[src/rtl/tl_pkg.sv]
// Shared definitions for the N-phase traffic-light sequencer:
// state codes, mode-key encodings and the phase wrap helper.
package tl_pkg;

    typedef enum logic [1:0] {
        ST_NIGHT  = 2'd0,
        ST_GREEN  = 2'd1,
        ST_YELLOW = 2'd2,
        ST_ALLRED = 2'd3
    } tl_state_e;

    localparam logic [1:0] MODE_RUN   = 2'b00;
    localparam logic [1:0] MODE_NIGHT = 2'b01;
    localparam logic [1:0] MODE_SETG  = 2'b10;
    localparam logic [1:0] MODE_SETY  = 2'b11;

    // Next phase index; wraps from the last phase back to 0.
    function automatic logic [3:0] ph_next(
        input logic [3:0] ph,
        input logic [3:0] last
    );
        return (ph == last) ? 4'd0 : ph + 4'd1;
    endfunction

endpackage

[src/rtl/tl_time_reg.sv]
// Saturating up/down time register used for green and yellow times.
// Ports: clk, rst (sync, active-high), en_i, inc_i, dec_i, val_o.
module tl_time_reg #(
    parameter int           W       = 11,
    parameter logic [W-1:0] RST_VAL = W'(1),
    parameter logic [W-1:0] MIN_VAL = W'(1),
    parameter logic [W-1:0] MAX_VAL = '1
) (
    input  logic         clk,
    input  logic         rst,
    input  logic         en_i,
    input  logic         inc_i,
    input  logic         dec_i,
    output logic [W-1:0] val_o
);

    logic [W-1:0] val_q;
    logic [W-1:0] val_d;

    // Simultaneous inc and dec cancel out.
    always_comb begin
        val_d = val_q;
        if (en_i && inc_i && !dec_i && (val_q < MAX_VAL)) begin
            val_d = val_q + W'(1);
        end else if (en_i && dec_i && !inc_i && (val_q > MIN_VAL)) begin
            val_d = val_q - W'(1);
        end
    end

    always_ff @(posedge clk) begin
        if (rst) begin
            val_q <= RST_VAL;
        end else begin
            val_q <= val_d;
        end
    end

    assign val_o = val_q;

endmodule

[src/rtl/tl_phase_sequencer.sv]
// N-phase GREEN/YELLOW/ALL-RED sequencer with night flash, time setting
// and phase preemption.
// Ports: clk, rst, tick, mode, inc, dec, pre_req, pre_ph in;
//        lamp_r/y/g, cnt, cur_ph, st, g_time, y_time out.
module tl_phase_sequencer
    import tl_pkg::*;
#(
    parameter int N_PH     = 4,
    parameter int CNT_W    = 11,
    parameter int G_DEF    = 8,
    parameter int Y_DEF    = 6,
    parameter int AR_TIME  = 1,
    parameter int PRE_TIME = 5,
    localparam int PH_W    = (N_PH > 1) ? $clog2(N_PH) : 1
) (
    input  logic             clk,
    input  logic             rst,
    input  logic             tick,
    input  logic [1:0]       mode,
    input  logic             inc,
    input  logic             dec,
    input  logic             pre_req,
    input  logic [PH_W-1:0]  pre_ph,
    output logic [N_PH-1:0]  lamp_r,
    output logic [N_PH-1:0]  lamp_y,
    output logic [N_PH-1:0]  lamp_g,
    output logic [CNT_W-1:0] cnt,
    output logic [PH_W-1:0]  cur_ph,
    output logic [1:0]       st,
    output logic [CNT_W-1:0] g_time,
    output logic [CNT_W-1:0] y_time
);

    localparam logic [CNT_W-1:0] AR_C  = CNT_W'(AR_TIME);
    localparam logic [CNT_W-1:0] PRE_C = CNT_W'(PRE_TIME);
    localparam logic [PH_W-1:0]  LAST  = PH_W'(N_PH - 1);

    tl_state_e        st_q, st_d;
    logic [CNT_W-1:0] cnt_q, cnt_d;
    logic [PH_W-1:0]  ph_q, ph_d;
    logic             flash_q, flash_d;
    logic             pend_v_q, pend_v_d;
    logic [PH_W-1:0]  pend_ph_q, pend_ph_d;

    logic             pre_ok;
    logic             expire;
    logic [PH_W-1:0]  wrap_ph;

    tl_time_reg #(
        .W       (CNT_W),
        .RST_VAL (CNT_W'(G_DEF))
    ) u_g_time (
        .clk   (clk),
        .rst   (rst),
        .en_i  (mode == MODE_SETG),
        .inc_i (inc),
        .dec_i (dec),
        .val_o (g_time)
    );

    tl_time_reg #(
        .W       (CNT_W),
        .RST_VAL (CNT_W'(Y_DEF))
    ) u_y_time (
        .clk   (clk),
        .rst   (rst),
        .en_i  (mode == MODE_SETY),
        .inc_i (inc),
        .dec_i (dec),
        .val_o (y_time)
    );

    // Out-of-range targets are dropped, so N_PH need not be 2^k.
    assign pre_ok  = pre_req && (32'(pre_ph) < N_PH);
    assign expire  = tick && (cnt_q == CNT_W'(1));
    assign wrap_ph = PH_W'(ph_next(4'(ph_q), 4'(LAST)));

    always_comb begin
        st_d      = st_q;
        cnt_d     = cnt_q;
        ph_d      = ph_q;
        flash_d   = flash_q;
        pend_v_d  = pend_v_q;
        pend_ph_d = pend_ph_q;
        if (mode == MODE_NIGHT) begin
            st_d     = ST_NIGHT;
            cnt_d    = '0;
            pend_v_d = 1'b0;
            flash_d  = (st_q == ST_NIGHT) ? (flash_q ^ tick) : 1'b1;
        end else if (st_q == ST_NIGHT) begin
            // Restart so the first green after night is phase 0.
            st_d  = ST_ALLRED;
            cnt_d = AR_C;
            ph_d  = LAST;
        end else if (mode == MODE_RUN) begin
            unique case (1'b1)
                (st_q == ST_GREEN): begin
                    if (pre_ok && (pre_ph != ph_q)) begin
                        st_d      = ST_YELLOW;
                        cnt_d     = PRE_C;
                        pend_v_d  = 1'b1;
                        pend_ph_d = pre_ph;
                    end else if (pre_ok) begin
                        cnt_d = g_time;
                    end else if (expire) begin
                        st_d  = ST_YELLOW;
                        cnt_d = y_time;
                    end else if (tick) begin
                        cnt_d = cnt_q - CNT_W'(1);
                    end
                end
                (st_q == ST_YELLOW): begin
                    if (pre_ok) begin
                        pend_v_d  = 1'b1;
                        pend_ph_d = pre_ph;
                    end
                    if (expire) begin
                        st_d  = ST_ALLRED;
                        cnt_d = AR_C;
                    end else if (tick) begin
                        cnt_d = cnt_q - CNT_W'(1);
                    end
                end
                (st_q == ST_ALLRED): begin
                    if (pre_ok) begin
                        pend_v_d  = 1'b1;
                        pend_ph_d = pre_ph;
                    end
                    if (expire) begin
                        // A request arriving on this very edge is the latest.
                        st_d     = ST_GREEN;
                        cnt_d    = g_time;
                        pend_v_d = 1'b0;
                        if (pre_ok) begin
                            ph_d = pre_ph;
                        end else if (pend_v_q) begin
                            ph_d = pend_ph_q;
                        end else begin
                            ph_d = wrap_ph;
                        end
                    end else if (tick) begin
                        cnt_d = cnt_q - CNT_W'(1);
                    end
                end
                default: begin
                end
            endcase
        end
    end

    always_ff @(posedge clk) begin
        if (rst) begin
            st_q      <= ST_ALLRED;
            cnt_q     <= AR_C;
            ph_q      <= LAST;
            flash_q   <= 1'b1;
            pend_v_q  <= 1'b0;
            pend_ph_q <= '0;
        end else begin
            st_q      <= st_d;
            cnt_q     <= cnt_d;
            ph_q      <= ph_d;
            flash_q   <= flash_d;
            pend_v_q  <= pend_v_d;
            pend_ph_q <= pend_ph_d;
        end
    end

    logic [N_PH-1:0] sel;
    assign sel = N_PH'(1) << ph_q;

    always_comb begin
        lamp_r = '0;
        lamp_y = '0;
        lamp_g = '0;
        unique case (1'b1)
            (st_q == ST_NIGHT): begin
                lamp_y = {N_PH{flash_q}};
            end
            (st_q == ST_GREEN): begin
                lamp_g = sel;
                lamp_r = ~sel;
            end
            (st_q == ST_YELLOW): begin
                lamp_y = sel;
                lamp_r = ~sel;
            end
            default: begin
                lamp_r = '1;
            end
        endcase
    end

    assign cnt    = cnt_q;
    assign cur_ph = ph_q;
    assign st     = st_q;

endmodule

[config.mk]
export PLATFORM = sky130hd
export DESIGN_NAME = tl_phase_sequencer
export DESIGN_NICKNAME = d
export VERILOG_FILES = /design/src/rtl/tl_pkg.sv /design/src/rtl/tl_time_reg.sv /design/src/rtl/tl_phase_sequencer.sv
export SDC_FILE = /design/constraint.sdc
export NUM_CORES = 1
export LEC_CHECK = 0
export BUFFER_PORTS_ARGS = -buffer_cell sky130_fd_sc_hd__buf_2
export CAP_MARGIN = 15
export CORE_ASPECT_RATIO = 0.6
export CORE_MARGIN = 3
export CORE_UTILIZATION = 52
export CTS_CLUSTER_DIAMETER = 120
export DETAILED_ROUTE_END_ITERATION = 8
export PLACE_DENSITY_LB_ADDON = 0.25
export SYNTH_ARGS = -nofsm -noshare
export SYNTH_HDL_FRONTEND = slang
export SYNTH_HIERARCHICAL = 1
export SYNTH_SLANG_ARGS = --single-unit
[constraint.sdc]
create_clock -name clk -period 2.2 [get_ports clk]
set_clock_uncertainty 0.05 [all_clocks]
set_input_delay 0.22 -clock clk [delete_from_list [all_inputs] [get_ports clk]]
set_output_delay 0.22 -clock clk [all_outputs]
set_load 0.01 [all_outputs]
==> key figures <==
Global routing
  • Largest net degree at the start of global routing: 36
  • Initial antenna violation count: 0
  • Grt total ovfl: 0
  • Total track usage: 0.2773
  • Global-route wire length before repair: 17960 microns
  • Vias in the first global route: 3441

STA
  • Final setup fails: 1
  • Setup TNS: -0.006369 ns
  • Unrepaired setup endpoints after global routing: yes
  • Worst slew margin: 0.6928
  • Post-layout min period: 2.206 ns
  • Final Hold Fails: 0
  • Setup ws final: -0.006369 ns
  • Final count of pins violating max slew: 0
  • F_max: 453.2 MHz
  • Worst Max-Slew Pin Slew: 0.4566 ns
  • Final period utilization: 1.003

Worst hold path
  • HP Class: in -> reg

Critical path
  • Startpoint Class: register
  • Req. time, crit path: 2.36 ns
  • Crit Path Class: reg -> reg
  • Worst path arrival time: 2.36 ns
  • Element type at the critical path end: register
  • Crit path max fanout: 2

Clock network
  • Cts bufs inserted: 5
  • Total clock sinks: 41
  • Clock Latency Late Sink: 0.29 ns
  • Clk pin slew, worst setup/hold paths: 0.06 ns
  • Clk root buf: clkbuf_16
  • CTS tree: yes
  • H-Tree Depth: 2
  • CTS Buffer Depth: 2

Drt
  • DRC Markers: 0
  • 1st-iter DRT viols: 527
  • Via Count: 3961
  • Routed Antenna Nets: 0
  • Vias per cell: 6.504
  • Detail-routed net length per standard cell: 18.96 microns
  • Total wire length: 11550 microns
  • DRT Pass-1 Iters: 6

Cells and area
  • Most frequent cells in the layout: 58 x buf_2, 47 x buf_4, 37 x dfxtp_1
  • Fill cell count: 539
  • Multi-input logic area: 2580 sq um
  • Share of layout cells above drive strength 1: 0.2933
  • Final non-filler cell total: 609
  • Fin nets: 553
  • Ant. Diodes: 0
  • Area Growth Syn to Fin: 23.62%
  • Final Util: 0.6901
  • Register area: 825.8 sq um
  • Commonest non-fill, non-tap cell in the layout: buf_2

Logic synthesis
  • Synth cell types: 78
  • Post-Syn Instances: 436
  • Syn Nets: 465
  • Synth Flop Type: dfxtp_1
  • Synth warnings: 6
  • Post-synth ARST share: 0
  • Syn_area_per_cell: 8.141 sq um
  • Flops & latches, synth: 41
  • Syn Std Cell Area: 3550 sq um
  • Post-synth EDFFs: 0
  • Sequential share of the synthesized area: 0.2312

Status
  • Violated checks: negative setup slack
  • Status: finished with violations

Placed design
  • Detailed placement HPWL: 8325 microns
  • # placed instances: 598
  • Dpl ws: -0.006341 ns
  • Port buffer count: 58
  • Placer congestion estimate: 0.9695

Floorplan
  • Die footprint: 7887 sq um
  • FP Rows: 22
  • Core area: 6359 sq um
  • Starting Density: 0.5582
  • Chip width: 112.7 microns
  • Die Ht: 70 microns
  • Ports: 59

Power
  • Pwr dens: 631.4 nW/um^2
  • Worst vdd ir: 373.0 uV
  • Pleak: 0.001884 uW
  • Total chip power: 2770 uW

Job
  • Max Cap Violations: 0
per-layer routing:
| metal | global-route usage | wire, microns | vias up |
|---|---|---|---|
| li1 | - | - | 1837 |
| met1 | 0.4264 | 5180 | 1833 |
| met2 | 0.3911 | 4761 | 269 |
| met3 | 0.06753 | 1498 | 22 |
| met4 | 0.04400 | 107 | 0 |
| met5 | 0 | 0 | - |
layout make-up:
type	count	area share
multi-input combinational	350	0.5880
sequential	41	0.1882
clock inverter	2	0.002281
timing repair buffer	106	0.1511
tap	84	0.02395
inverter	20	0.01711
clock buffer	6	0.02937
synthesized netlist by cell type (4+ instances only):
| cell | instances | share of area |
|---|---|---|
| o21ai_0 | 16 | 0.023 |
| and4_1 | 9 | 0.022 |
| a211oi_1 | 4 | 0.0085 |
| ha_1 | 19 | 0.067 |
| dfxtp_1 | 41 | 0.23 |
| inv_1 | 20 | 0.021 |
| nor2b_1 | 6 | 0.011 |
| mux2i_1 | 8 | 0.023 |
| buf_6 | 6 | 0.019 |
| and3_1 | 7 | 0.012 |
| a32oi_1 | 6 | 0.015 |
| xnor2_1 | 8 | 0.020 |
| a21oi_1 | 31 | 0.044 |
| and2_1 | 8 | 0.014 |
| a31oi_1 | 10 | 0.018 |
| clkbuf_1 | 10 | 0.011 |
| nand3_1 | 9 | 0.013 |
| nor4_1 | 14 | 0.025 |
| nand4_1 | 6 | 0.011 |
| o21bai_1 | 7 | 0.015 |
| nor3_1 | 18 | 0.025 |
| nand2_1 | 27 | 0.029 |
| a21o_1 | 5 | 0.011 |
| o21a_1 | 6 | 0.013 |
| nor2_1 | 36 | 0.038 |
| nand3b_1 | 6 | 0.013 |
| xor2_1 | 8 | 0.020 |
| a221oi_1 | 5 | 0.012 |
| nor4_4 | 4 | 0.024 |
cell families (layout without fill, tap and decap cells):
logic type,after synthesis,after routing,share of synthesized area
XOR/XNOR,16,16,0.03948
adder cells (fa/ha/maj),19,19,0.06697
AO/OA/AOI/OAI,128,128,0.2584
buffers and inverters,45,134,0.06450
multiplexers,11,11,0.03208
flip-flops,41,41,0.2312
AND/OR/NAND/NOR,176,176,0.3074
worst max-delay path, stage by stage, from the launching register on:
cell and delay [ns]:
dfxtp_2 0.32, inv_2 0.07, ha_4 0.13, or4bb_4 0.47
nor4_4 0.25, nor4_1 0.07, or4_1 0.54, a31oi_2 0.22
state kept, by name, indices dropped and copies added (netlist names):
register,flops
cnt,11
u_y_time/val_o,11
pend_v_q,1
cur_ph,2
st,2
flash_q,1
pend_ph_q,2
u_g_time/val_o,11
power breakdown:
part / switching (uW) / total [uW] / internal, uW
combinational: 686 / 1190 / 505
sequential: 63.8 / 853 / 790
clock: 308 / 726 / 417
path summary, 6_finish.rpt:
path                 from      endpoint  slack (ns)  depth (start not counted)
max                cnt[1]        cnt[6]      -0.006                          7
min             pre_ph[1]  pend_ph_q[1]        0.17                          3
max reg2reg        cnt[1]        cnt[6]      -0.006                          7
min reg2reg  pend_ph_q[1]  pend_ph_q[1]        0.45                          2
stage by stage:
stage               hold slack (ns)  instance area [sq um]
global route                 0.1923                   4388
finish                       0.1737                   4388
floorplan                    0.3139                   3550
global placement             0.4292                   4141
detailed placement           0.4349                   4141
CTS                          0.1705                   4299
timing repair:
item / CTS / global route
gates resized for setup: 3 / 18
pin swaps: 0 / 6
setup endpoints to repair: 2 / 13
buffers inserted: 0 / 3
hold buffers: 0 / 0
No activity file was read; power rests on OpenSTA's default activity.
